===== config.mk =====
export PLATFORM = sky130hd
export DESIGN_NAME = timer_prog
export DESIGN_NICKNAME = d
export VERILOG_FILES = /design/src/rtl/timer_prog.sv
export SDC_FILE = /design/constraint.sdc
export NUM_CORES = 1
export LEC_CHECK = 0
export CORE_ASPECT_RATIO = 0.5
export CORE_MARGIN = 2
export CORE_UTILIZATION = 40
export CTS_BUF_LIST = sky130_fd_sc_hd__clkbuf_4 sky130_fd_sc_hd__clkbuf_8
export DETAILED_ROUTE_END_ITERATION = 6
export GPL_TIMING_DRIVEN = 0
export PLACE_DENSITY = 0.69
export RECOVER_POWER = 25
export SLEW_MARGIN = 20
export SYNTH_ARGS = -nofsm -noshare
export SYNTH_HDL_FRONTEND = slang
export SYNTH_SLANG_ARGS = --single-unit

===== constraint.sdc =====
create_clock -name clk -period 2.7 [get_ports clk]
set_input_delay 0.27 -clock clk [delete_from_list [all_inputs] [get_ports clk]]
set_output_delay 0.27 -clock clk [all_outputs]
set_load 0.05 [all_outputs]

===== src/rtl/timer_prog.sv =====
// Programmable interval timer: runtime terminal value, clock prescaler, one-shot or
// periodic mode, registered done pulse, sticky irq and count readback.
module timer_prog #(
    parameter int WIDTH          = 16,
    parameter int PRESCALE_WIDTH = 8
) (
    input  logic                      clk,
    input  logic                      reset_n,
    input  logic                      enable,
    input  logic                      start,
    input  logic                      stop,
    input  logic                      mode,
    input  logic [WIDTH-1:0]          load_value,
    input  logic [PRESCALE_WIDTH-1:0] prescale,
    input  logic                      irq_clear,
    output logic [WIDTH-1:0]          count,
    output logic                      done,
    output logic                      irq,
    output logic                      busy
);

    typedef enum logic {
        IDLE = 1'b0,
        RUN  = 1'b1
    } state_t;

    state_t                    state;
    state_t                    state_next;
    logic [PRESCALE_WIDTH-1:0] prescaler;
    logic [WIDTH-1:0]          shadow_load;
    logic [PRESCALE_WIDTH-1:0] shadow_prescale;
    logic                      shadow_mode;
    logic                      tick;
    logic                      terminal;

    // A pending stop or start overrides any tick in the same cycle, so neither can
    // produce a done pulse.
    assign tick     = (state == RUN) && enable && !stop && !start &&
                      (prescaler == shadow_prescale);
    assign terminal = tick && (count == shadow_load);
    assign busy     = (state == RUN);

    always_ff @(posedge clk or negedge reset_n) begin
        if (!reset_n) begin
            state <= IDLE;
        end else begin
            state <= state_next;
        end
    end

    always_comb begin
        // NOTE: default first so every path assigns state_next and no latch is inferred.
        state_next = state;
        if (stop) begin
            state_next = IDLE;
        end else if (start) begin
            state_next = RUN;
        end else if (terminal && !shadow_mode) begin
            state_next = IDLE;
        end
    end

    // NOTE: all sequential state uses non-blocking assignments so the ordering of
    // reads and writes within an edge never matters.
    always_ff @(posedge clk or negedge reset_n) begin
        if (!reset_n) begin
            count           <= '0;
            prescaler       <= '0;
            shadow_load     <= '0;
            shadow_prescale <= '0;
            shadow_mode     <= 1'b0;
            done            <= 1'b0;
            irq             <= 1'b0;
        end else begin
            done <= terminal;
            irq  <= terminal | (irq & ~irq_clear);
            if (stop) begin
                // Counters hold so software can read back where the run stopped.
            end else if (start) begin
                shadow_load     <= load_value;
                shadow_prescale <= prescale;
                shadow_mode     <= mode;
                count           <= '0;
                prescaler       <= '0;
            end else if (tick) begin
                prescaler <= '0;
                if (count != shadow_load) begin
                    count <= count + 1'b1;
                end else if (shadow_mode) begin
                    count <= '0;
                end
            end else if ((state == RUN) && enable) begin
                prescaler <= prescaler + 1'b1;
            end
        end
    end

endmodule


# [After elaboration in Yosys (flattened, before gate mapping)]
# Index checks and enable logic that the tools add are counted.
[word_totals] ff_bits=52 inputBits=31 output_inout_bits=19 elab_cells=43
[classes] addsub=2 eq_ne=3 n_mux=10 bitwise_logic=4 n_reduce_logical=16
[ops] cell="$mux 16" n=4
[ops] cell="$mux 8" n=3
[ops] cell="$add 16x1->16 const B" n=1
[ops] cell="$eq 16x16->1" n=1
[ops] cell="$ne 16x16->1" n=1
[ops] cell="$reduce_bool 3->1" n=3
[ops] cell="$add 8x1->8 const B" n=1
[ops] cell="$eq 8x8->1" n=1
[ops] cell="$logic_and 1x1->1" n=6
[ops] cell="$reduce_and 2->1" n=2
[ops] cell="$logic_not 1->1" n=3
[ops] cell="$mux 1" n=3
[ops] cell="$reduce_and 3->1" n=1
[ops] cell="$not 1->1" n=2
[ops] cell="$reduce_bool 2->1" n=1
[ops] cell="$and 1x1->1" n=1
[ops] cell="$or 1x1->1" n=1

# [Logic depth before layout (Yosys ltp)]
[logic_depth] ltp_word=9 depth_mapped=7 ltp_nobuf=6

# [Worst setup path before layout]
# No wires, ideal clock.
[synth_path] kind="flip-flop to flip-flop" from="register count[12]" to="register count[7]" setup_time_ns=0.126 arrival_ns=2.110 required_ns=2.574 path_slack_ns=0.464 stages_incl_launch_ff=8 n_path_buf=2 period_less_slack_ns=2.236 path_cell_list="dfrtp_1 buf_6 xor2_1 nor4_4 nand4_4 nor2b_1 buf_2 a221o_1"
[synth_via] elab_chain_len=4 elab_cells_between_ends=6 classes_between="eq/ne (1); mux (3); reduce/logical (2)"
[synth_rtl] item="start: declaration" line_no="16" source="output logic [WIDTH-1:0] count,"
[synth_rtl] item="start signal: assignment" line_no="88" source="count <= count + 1'b1;"
[synth_rtl] item="$ne 16x16->1 *" line_no="87" source="if (count != shadow_load) begin"
[synth_rtl] item="$mux 16" line_no="87"
[synth_rtl] item="$mux 16" line_no="85" source="end else if (tick) begin"
[synth_rtl] item="$mux 16" line_no="79" source="end else if (start) begin"
# Mark *: on every way between the ends. The rest lies on a longest branch, timed or not. The select of a mux whose other input is x is not followed.
# A chain may end at the register's enable or synchronous reset.

# [Worst setup path in the final report]
[layout_path] from="register count[12]" to="register count[10]"
# Same word-level chain as after synthesis.

==> flow_summary.yaml <==
global_routing:
  grt_max_degree: 53
  grt-ovfl-total: 0
  grt_pass1_wl_mm: 9.88
  first_global_vias: 2052
  track_usage_pct: 16.4
  antenna_found_initial: 0
logic_synthesis:
  yosysWarnings: 0
  avgSynthCellArea_um2: 11.5
  synth-seq-cells: 52
  yosysMostFrequentCell: "dfrtp_1"
  synthTopCellsByArea: "dfrtp_1, mux2_2, xor2_1"
  ys_types: 42
  syn_inst: 242
  synth-main-ff-cell: "dfrtp_1"
  synth_top_area_cell: "dfrtp_1"
  synth-edff-count: 0
  synthesis.nets: 275
  syn-cell-area_mm2: 0.00277
  async_reset_ff_share_pct: 100
  ys_seq_area_share_pct: 46.9
  ys_top_cells_by_count: "dfrtp_1, mux2_2, xor2_1"
  synth_top_cell_area_share_pct: 46.9
clock_tree:
  h-tree-depth: 2
  cts_setup_buffers: 0
  cts_tree: "built"
  cts-resized-gates: 0
  clock_tree.root_cell: "clkbuf_8"
  ctsHoldBuffers: 0
  clockBufferDepth: 2
  clock-sinks: 52
  clk_pin_slew_ps: 90
  worstSkewPairLatency_ps: 300
  cts_buffers: 5
drt:
  routed_via_density: 5.51
  vias: 2144
  drc: 0
  drt-total-wl_mm: 5.95
  wl_per_cell_um: 15.3
  drtPass1Iterations: 4
  ant_nets: 0
  drt_iter0_markers: 133
critical_path:
  worstPathMaxFanout: 10
  slowest_delay_ps: 400
  worstSetupEndpointType: "register"
  worstSetupPathType: "register to register"
  r2r_slack_ps: 430
  worstPathCellList: "buf_6 -> xor2_1 -> nor4_4 -> a41oi_2 -> clkbuf_1 -> and3_1 -> a221o_1"
  reg2reg_to: "count[10]"
  endpoint: "count[10]"
  cp-start-kind: "register"
  r2r-start: "count[12]"
  reg2reg_depth: 7
  arrival_ps: 2470
  crit_start: "count[12]"
  worstPathRequired_ps: 2900
  critPathSlowestCell: "dfrtp_1"
power:
  power_density_mw_per_mm2: 461
  pwr-share-clk_pct: 27.1
  p_switching_mw: 0.427
  netSwitchingFraction_pct: 26.9
  internal-power_mw: 1.16
  pwr-share-seq_pct: 56.0
  power_mw: 1.59
  combPwrFrac_pct: 16.9
  leakage_nw: 1.52
  ir_drop_v: 0.000220
sta:
  tightest_slew_ps: 1310
  fmax_mhz: 441
  slew_viol_final: 0
  timing.hold.ws_ps: 234
  skew_ps: 7.14
  setup_violations: 0
  rsz0062_at_grt: "false"
  post-route-period-util_pct: 84.1
  slew_headroom_pct: 12.8
  hold_viol: 0
  fin_crit_ps: 2270
cells_and_area:
  utilization_pct: 51.4
  fill_cells: 585
  final_nets: 330
  n_antenna_cell: 0
  area_growth_pct: 24.2
  drive_above_1_share_pct: 16.5
  layoutNonFillerInstCount: 389
outcome:
  outcome: "completed"
worst_hold_path:
  worstHoldPathType: "primary input to async pin"
placement:
  dp_hpwl_mm: 4.42
  gp_congestion: 0.831
  io_buffers: 48
  placedCellCount: 382
die:
  dieArea_mm2: 0.00766
  die_h_um: 62.9
  fp-row-count: 21
  die_w_um: 122
  ios: 50
  placeableCoreArea_mm2: 0.00670
  start_util_pct: 41.4
job:
  maxCapViolCount: 0
worst min path at each step:
stage                         endpoint  slack [ps]  depth (start not counted)
floorplan                         busy         -30                          0
global placement        shadow_load[7]         510                          1
detailed placement        prescaler[5]         350                          1
CTS                       prescaler[7]          20                          1
global route        shadow_prescale[5]         340                          1
finish              shadow_prescale[5]         230                          1
logic make-up after synthesis:
| logic type | synth area share [%] |
|---|---|
| AOI/OAI and AO/OA | 10.8 |
| xor gates and xnor gates | 8.21 |
| adders and majority gates | 0.902 |
| buffers and inverters | 2.93 |
| DFF | 46.9 |
| muxes | 11.3 |
| and+or+nand+nor | 19.0 |
area by class of cell:
| type | count | area (um^2) | share of cell area (%) |
|---|---|---|---|
| Multi-Input combinational cell | 175 | 1390 | 40.4 |
| Sequential cell | 52 | 1300 | 37.8 |
| Timing Repair Buffer | 48 | 475 | 13.8 |
| Tap cell | 92 | 115 | 3.34 |
| Clock buffer | 6 | 76.3 | 2.21 |
| Buffer | 9 | 58.8 | 1.71 |
| Inverter | 6 | 22.5 | 0.654 |
| Clock inverter | 1 | 5.00 | 0.145 |
registers in the layout (all words and copies together), names as in the netlist:
name and cells:
count 16, shadow_load 16, prescaler 8, shadow_prescale 8
busy 1, done 1, irq 1, shadow_mode 1
power groups by stage:
stage | Clock, mW | Combinational (mW) | Sequential (mW)
global placement | 0 | 0.266 | 0.904
global route | 0.480 | 0.295 | 0.898
floorplan | 0 | 0.165 | 0.907
detailed placement | 0 | 0.273 | 0.907
finish | 0.430 | 0.269 | 0.890
CTS | 0.445 | 0.273 | 0.891
metrics by stage:
step	area, um^2	TNS (ps)	setup WS [ps]
2_1_floorplan	2770	0	464
4_1_cts	3450	0	427
3_3_place_gp	3370	-7670	-151
5_1_grt	3450	0	280
3_5_place_dp	3370	0	252
6_report	3450	0	430
layer usage:
layer	GRT usage [%]	share of wire [%]	vias up
met4	5.60	1.5	0
met1	22.2	43	1078
met5	0	0	-
met2	26.6	51	51
li1	-	-	1004
met3	2.92	4.4	11
worst max-delay path: cells and delay by family (launching register included):
family          cells  cell delay (ps)
compound gates      2              530
flops               1              400
simple gates        2              610
buf+inv             2              430
xor+xnor            1              180
cells in the final DEF (no fill, tap or decap), drive strengths merged, types with 2 or more instances in the layout:
cell type / n
a21oi: 4
and3: 16
xor2: 25
nor4: 6
clkbuf: 11
buf: 5
nand2: 12
nand4: 6
a31oi: 2
dfrtp: 52
mux2i: 2
inv: 6
o22ai: 2
a221o: 13
and3b: 2
ha: 2
mux2: 26
nor2b: 2
o31ai: 2
nor3: 7
clkdlybuf4s50: 47
nand3: 13
nor2: 14
o21ai: 5
Power figures use the tool's default switching activity.
==> RTL edit 1: new RTL, same flow settings <==
Remove the register `done`: a continuous assignment takes its place, so the output `done` follows one clock earlier. Comments in the files are not updated.
--- a/src/rtl/timer_prog.sv
+++ b/src/rtl/timer_prog.sv
@@ -69,10 +69,8 @@
             shadow_load     <= '0;
             shadow_prescale <= '0;
             shadow_mode     <= 1'b0;
-            done            <= 1'b0;
             irq             <= 1'b0;
         end else begin
-            done <= terminal;
             irq  <= terminal | (irq & ~irq_clear);
             if (stop) begin
                 // Counters hold so software can read back where the run stopped.
@@ -95,5 +93,7 @@
         end
     end
 
+    assign done = terminal;
+
 endmodule
 
Formal check against the unedited RTL: not equivalent (Yosys sat finds a counterexample within 4 cycles, from zero or initial values and one cycle with reset_n low).
==> RTL edit 1 against the original RTL <==
  * Sequential cell count is 1 lower
  * Via count is 2.0% lower
  * First-iteration DRC count rose by 11%
  * Critical path depth shrank 1
  * Clock power increased by 3%
  * Total power barely moved
  * Worst setup slack lost 0.23 ns
  * Area after synthesis fell by 0.90%
  * Final area fell by 0.54%
  * Final cell count unchanged
  * Routed wire length grew 0.35%
  * Critical path type is now reg -> out
  * Largest cell class unchanged
==> RTL edit 1: results (changes against the original RTL) <==
[route]
wl_met1_um=2740  ; +5.9%
vias_per_cell=5.40  ; -2.0%
drtIter0Drc=148  ; +11%
dr.max_layer_used=met4
route.met2.wl_um=3040  ; +0.90%
routed_wl_um=5970  ; +0.35%
wire_per_inst_um=15.3  ; +0.35%
met3WireLength_um=156  ; -41%

[worst_setup_path]
endpoint=done
criticalPathCategory=reg -> out
crit_fanout=8  ; -2
r2r_end=count[11]
reg2reg_slack_ns=0.46  ; +0.03 ns
crit_arrival_ns=2.23  ; -0.24 ns

[sta]
slew_headroom=0.165  ; +0.0374
fin_worst_skew_ns=0.00864  ; +0.00150 ns
hold_ws_ns=0.224  ; -0.00918 ns

[synth]
synthArstFlopShare=1.00  ; unchanged
synth_edf_count=0  ; unchanged
postSynthCellCount=241  ; -0.41%
yosysUniqueCellTypes=42  ; unchanged
seq_area_frac_synth=0.464  ; -0.00483
synth_area_leaders=dfrtp_1, mux2_2, xor2_1
synth_commonest_cells=dfrtp_1, mux2_2, xor2_1, and3_1
syn_nets=274  ; -0.36%

[global_route]
grt_pass1_vias=2109  ; +2.8%
grt_use_met1=0.219  ; -0.00221
grtUsageTotal=0.167  ; +0.00304
overflow=0  ; unchanged
groute.layer.met3.usage=0.0392  ; +0.0100
grt_pass1_wl_um=10100  ; +2.2%
met2_usage=0.283  ; +0.0169
grt_max_degree=52  ; -1.9%

[placed_design]
dp_hpwl_um=4510  ; +2.1%
io_buffers=48  ; unchanged
placed_cells=381  ; -0.26%
placed_cell_area_um2=3340  ; -0.74%
place_congestion=0.844  ; +1.6%

[clock_network]
cts_max_level=2  ; unchanged
cts_resized=1  ; +1
cts_buffers=5  ; unchanged

[finish]
largest_registers=count: 16 flops, shadow_load: 16 flops
drive_above_1_share=0.168  ; +0.00337
nNetsFinal=329  ; -0.30%

[power]
ir_worst_vdd_mv=0.216  ; -1.9%
leakagePower_nw=1.52  ; -0.30%
netSwitchingFraction=0.268  ; -0.000366

[status]
status=complete, no violations

[worst_hold_path]
hold_path.class=in -> async

RTL edit 1: per-stage QoR:
| step | util | setup TNS, ns | setup slack [ns] | total power, mW |
|---|---|---|---|---|
| 4_1_cts | 0.514 | 0 | 0.153 | 1.61 |
| 3_3_place_gp | 0.501 | -6.38 | -0.128 | 1.16 |
| 3_5_place_dp | 0.501 | -0.0285 | -0.0285 | 1.16 |
| 5_1_grt | 0.513 | 0 | 0.0547 | 1.67 |
| 6_report | 0.513 | 0 | 0.196 | 1.59 |
| 2_1_floorplan | - | 0 | 0.280 | 1.06 |
RTL edit 1: final cells by class:
class / instances / area (um2)
Fill cell: 586 / 3250
Multi-Input combinational cell: 175 / 1390
Sequential cell: 51 / 1280
Timing Repair Buffer: 48 / 474
Tap cell: 92 / 115
Clock buffer: 7 / 83.8
Buffer: 9 / 58.8
Inverter: 6 / 22.5
Clock inverter: 1 / 5.00
RTL edit 1: critical path, cell delays in order (launching register included):
cell and delay (ns):
dfrtp_1 0.40, buf_6 0.14, xor2_1 0.18, nor4_4 0.38, nand4_4 0.18, nor2_1 0.11
dlygate4sd2_1 0.53
RTL edit 1: power groups by stage:
stage	logic [mW]	registers [mW]	clock network, mW
CTS	0.273	0.877	0.461
detailed placement	0.272	0.893	0
global placement	0.265	0.890	0
global route	0.294	0.886	0.490
finish	0.268	0.876	0.445
floorplan	0.165	0.891	0
RTL edit 1: logic make-up (layout without fill, tap and decap cells):
group	after synthesis	after routing	share of synthesized area
multiplexers	28	28	0.114
adder cells (fa/ha/maj)	2	2	0.00910
AO/OA/AOI/OAI	35	35	0.109
buffers and inverters	15	71	0.0296
flip-flops	51	51	0.464
AND/OR/NAND/NOR	84	84	0.192
XOR/XNOR	26	26	0.0828
==> RTL edit 2: new RTL, same flow settings <==
Made on the original files. `WIDTH`: 16 -> 32.
--- a/src/rtl/timer_prog.sv
+++ b/src/rtl/timer_prog.sv
@@ -1,7 +1,7 @@
 // Programmable interval timer: runtime terminal value, clock prescaler, one-shot or
 // periodic mode, registered done pulse, sticky irq and count readback.
 module timer_prog #(
-    parameter int WIDTH          = 16,
+    parameter int WIDTH          = 32,
     parameter int PRESCALE_WIDTH = 8
 ) (
     input  logic                      clk,
Ports: changed (resized count and load_value); port bits go from 50 to 82. No check against the original RTL was run, so the function may have changed too.
==> RTL edit 2 against the original RTL <==
  * The run now ends with max-capacitance violations, max-slew violations left
  * Sequential power increased by 60%
  * Final area is 65% higher
  * Final cell count grew 71%
  * Area after synthesis is 60% higher
  * Global-route usage grew 3.9 points
  * Critical path type unchanged
  * Worst setup slack got worse by 0.26 ns
  * Synthesized cell count up 74%
  * Total power grew 73%
  * Highest routed layer unchanged
  * Routed wire length is 97% higher
  * Count of clock-buffer cells in the layout increased by 5
  * Sequential cell count up 32
==> RTL edit 2: results (changes against the original RTL) <==
[worst_hold_path]
hold_path.class=in -> reg

[worst_setup_path]
ff2ff_path_depth=7  ; unchanged
slowest_delay_ns=0.46  ; +0.06 ns
crit_arrival_ns=2.78  ; +0.31 ns
reg2reg_from=count[1]
reg2reg_slack_ns=0.17  ; -0.26 ns
r2r_end=count[20]

[synth]
synth_compound_area_frac=0.108  ; +0.000641
seq_area_frac_synth=0.474  ; +0.00534
ys_warn_count=0  ; unchanged
muxShareOfSynthArea=0.125  ; +0.0118
syn_nets=470  ; +71%
synthAdderAreaFrac=0.00565  ; -0.00337
synth_commonest_cells=dfrtp_1, xnor2_1, mux2_2, nand2_1, o21ai_0
synth-xor-area-share=0.0890  ; +0.00687
yosysUniqueCellTypes=50  ; +19%
synth_area_leaders=dfrtp_1, mux2_2, xnor2_1
avgSynthCellArea_um2=10.5  ; -8.2%

[clock_network]
clk_latency_ns=0.37  ; +0.07 ns
cts_buffers=9  ; +4
path_clk_slew_ns=0.09  ; about the same
cts_max_level=3  ; +1

[power]
pg_comb_uw=385  ; +43%
leakagePower_nw=2.20  ; +45%
pg_seq_mw=1.42  ; +60%
netSwitchingFraction=0.258  ; -0.0108
ir_worst_vdd_mv=0.200  ; -9.5%

[finish]
drive_above_1_share=0.158  ; -0.00729
largest_registers=count: 32 flops, shadow_load: 32 flops
nNetsFinal=564  ; +71%
diodes=0  ; unchanged
final_cells=665  ; +71%
n_fill_cell=1011  ; +73%

[placed_design]
placed_cells=648  ; +70%
dp_hpwl_um=8630  ; +95%
dp_slack_ns=-0.0682  ; -0.320 ns
place_congestion=0.878  ; +5.7%
io_buffers=81  ; +69%

[sta]
period_needed_ns=2.53  ; +0.262 ns
fin_worst_skew_ns=0.0156  ; +0.00845 ns
finalMaxSlewViolations=30  ; +30
slew_headroom=-0.178  ; -0.306

[route]
vias_per_cell=5.47  ; -0.82%
drtIter0Drc=300  ; +130%
routed_wl_um=11700  ; +97%
dr.pass1.iters=5  ; +1

[global_route]
grt_max_degree=56  ; +5.7%
grt_use_met1=0.270  ; +0.0485
groute.layer.met3.usage=0.0569  ; +0.0277
grtUsageTotal=0.202  ; +0.0385
met2_usage=0.328  ; +0.0617
antenna_found_initial=0  ; unchanged
grt_pass1_vias=3582  ; +75%
grt_pass1_wl_um=18700  ; +89%

[status]
status=complete, but fails checks
violations=max-capacitance violations, max-slew violations

[flow_run]
maxCapViolations=1  ; +1

RTL edit 2: changes by cell type after synthesis, moves of 7 or more:
cell     change
a21oi_1     +16
o21ai_0     +19
buf_2        +8
nand4_1     +16
mux2_2      +15
nand3_1      +9
xor2_1      -23
a221o_1     -13
nand2_1     +26
dfrtp_1     +32
mux2i_1      +7
o21ai_1      +9
xnor2_1     +42
RTL edit 2: stage by stage:
step,total power [mW],cell area (um2)
2_1_floorplan,1.66,4430
3_3_place_gp,1.81,5420
3_5_place_dp,1.83,5450
4_1_cts,2.77,5660
5_1_grt,2.88,5670
6_report,2.74,5670
RTL edit 2: cell type report:
type,instances,area share
buffer,21,0.0181
clock buffer,11,0.0256
clock inverter,5,0.0108
inverter,5,0.00331
multi-input combinational,311,0.391
sequential,84,0.371
tap,145,0.0320
timing repair buffer,83,0.149
RTL edit 2: worst min path at each step:
stage                           start  cells past startpoint  slack (ns)              end
after floorplan               reset_n                      0       -0.03             busy
after global placement    shadow_mode                      1        0.49      shadow_mode
after detailed placement      reset_n                      1        0.24     prescaler[2]
after CTS                     reset_n                      2        0.37  shadow_load[28]
after global routing        irq_clear                      2        0.45              irq
final                       irq_clear                      2        0.47              irq
RTL edit 2: metal layers:
layer / wire, um / part of all wire / vias to the layer above
met3: 715 / 0.061 / 13
li1: - / - / 1714
met1: 5390 / 0.46 / 1810
met5: 0 / 0 / -
met4: 110 / 0.0094 / 0
met2: 5520 / 0.47 / 98
RTL edit 2: what timing repair did:
| action | in CTS | in global routing |
|---|---|---|
| hold endpoints to repair | 29 | 0 |
| gates resized for setup | 0 | 1 |
| endpoints found under the setup margin | 0 | 1 |
| hold buffers | 1 | 0 |
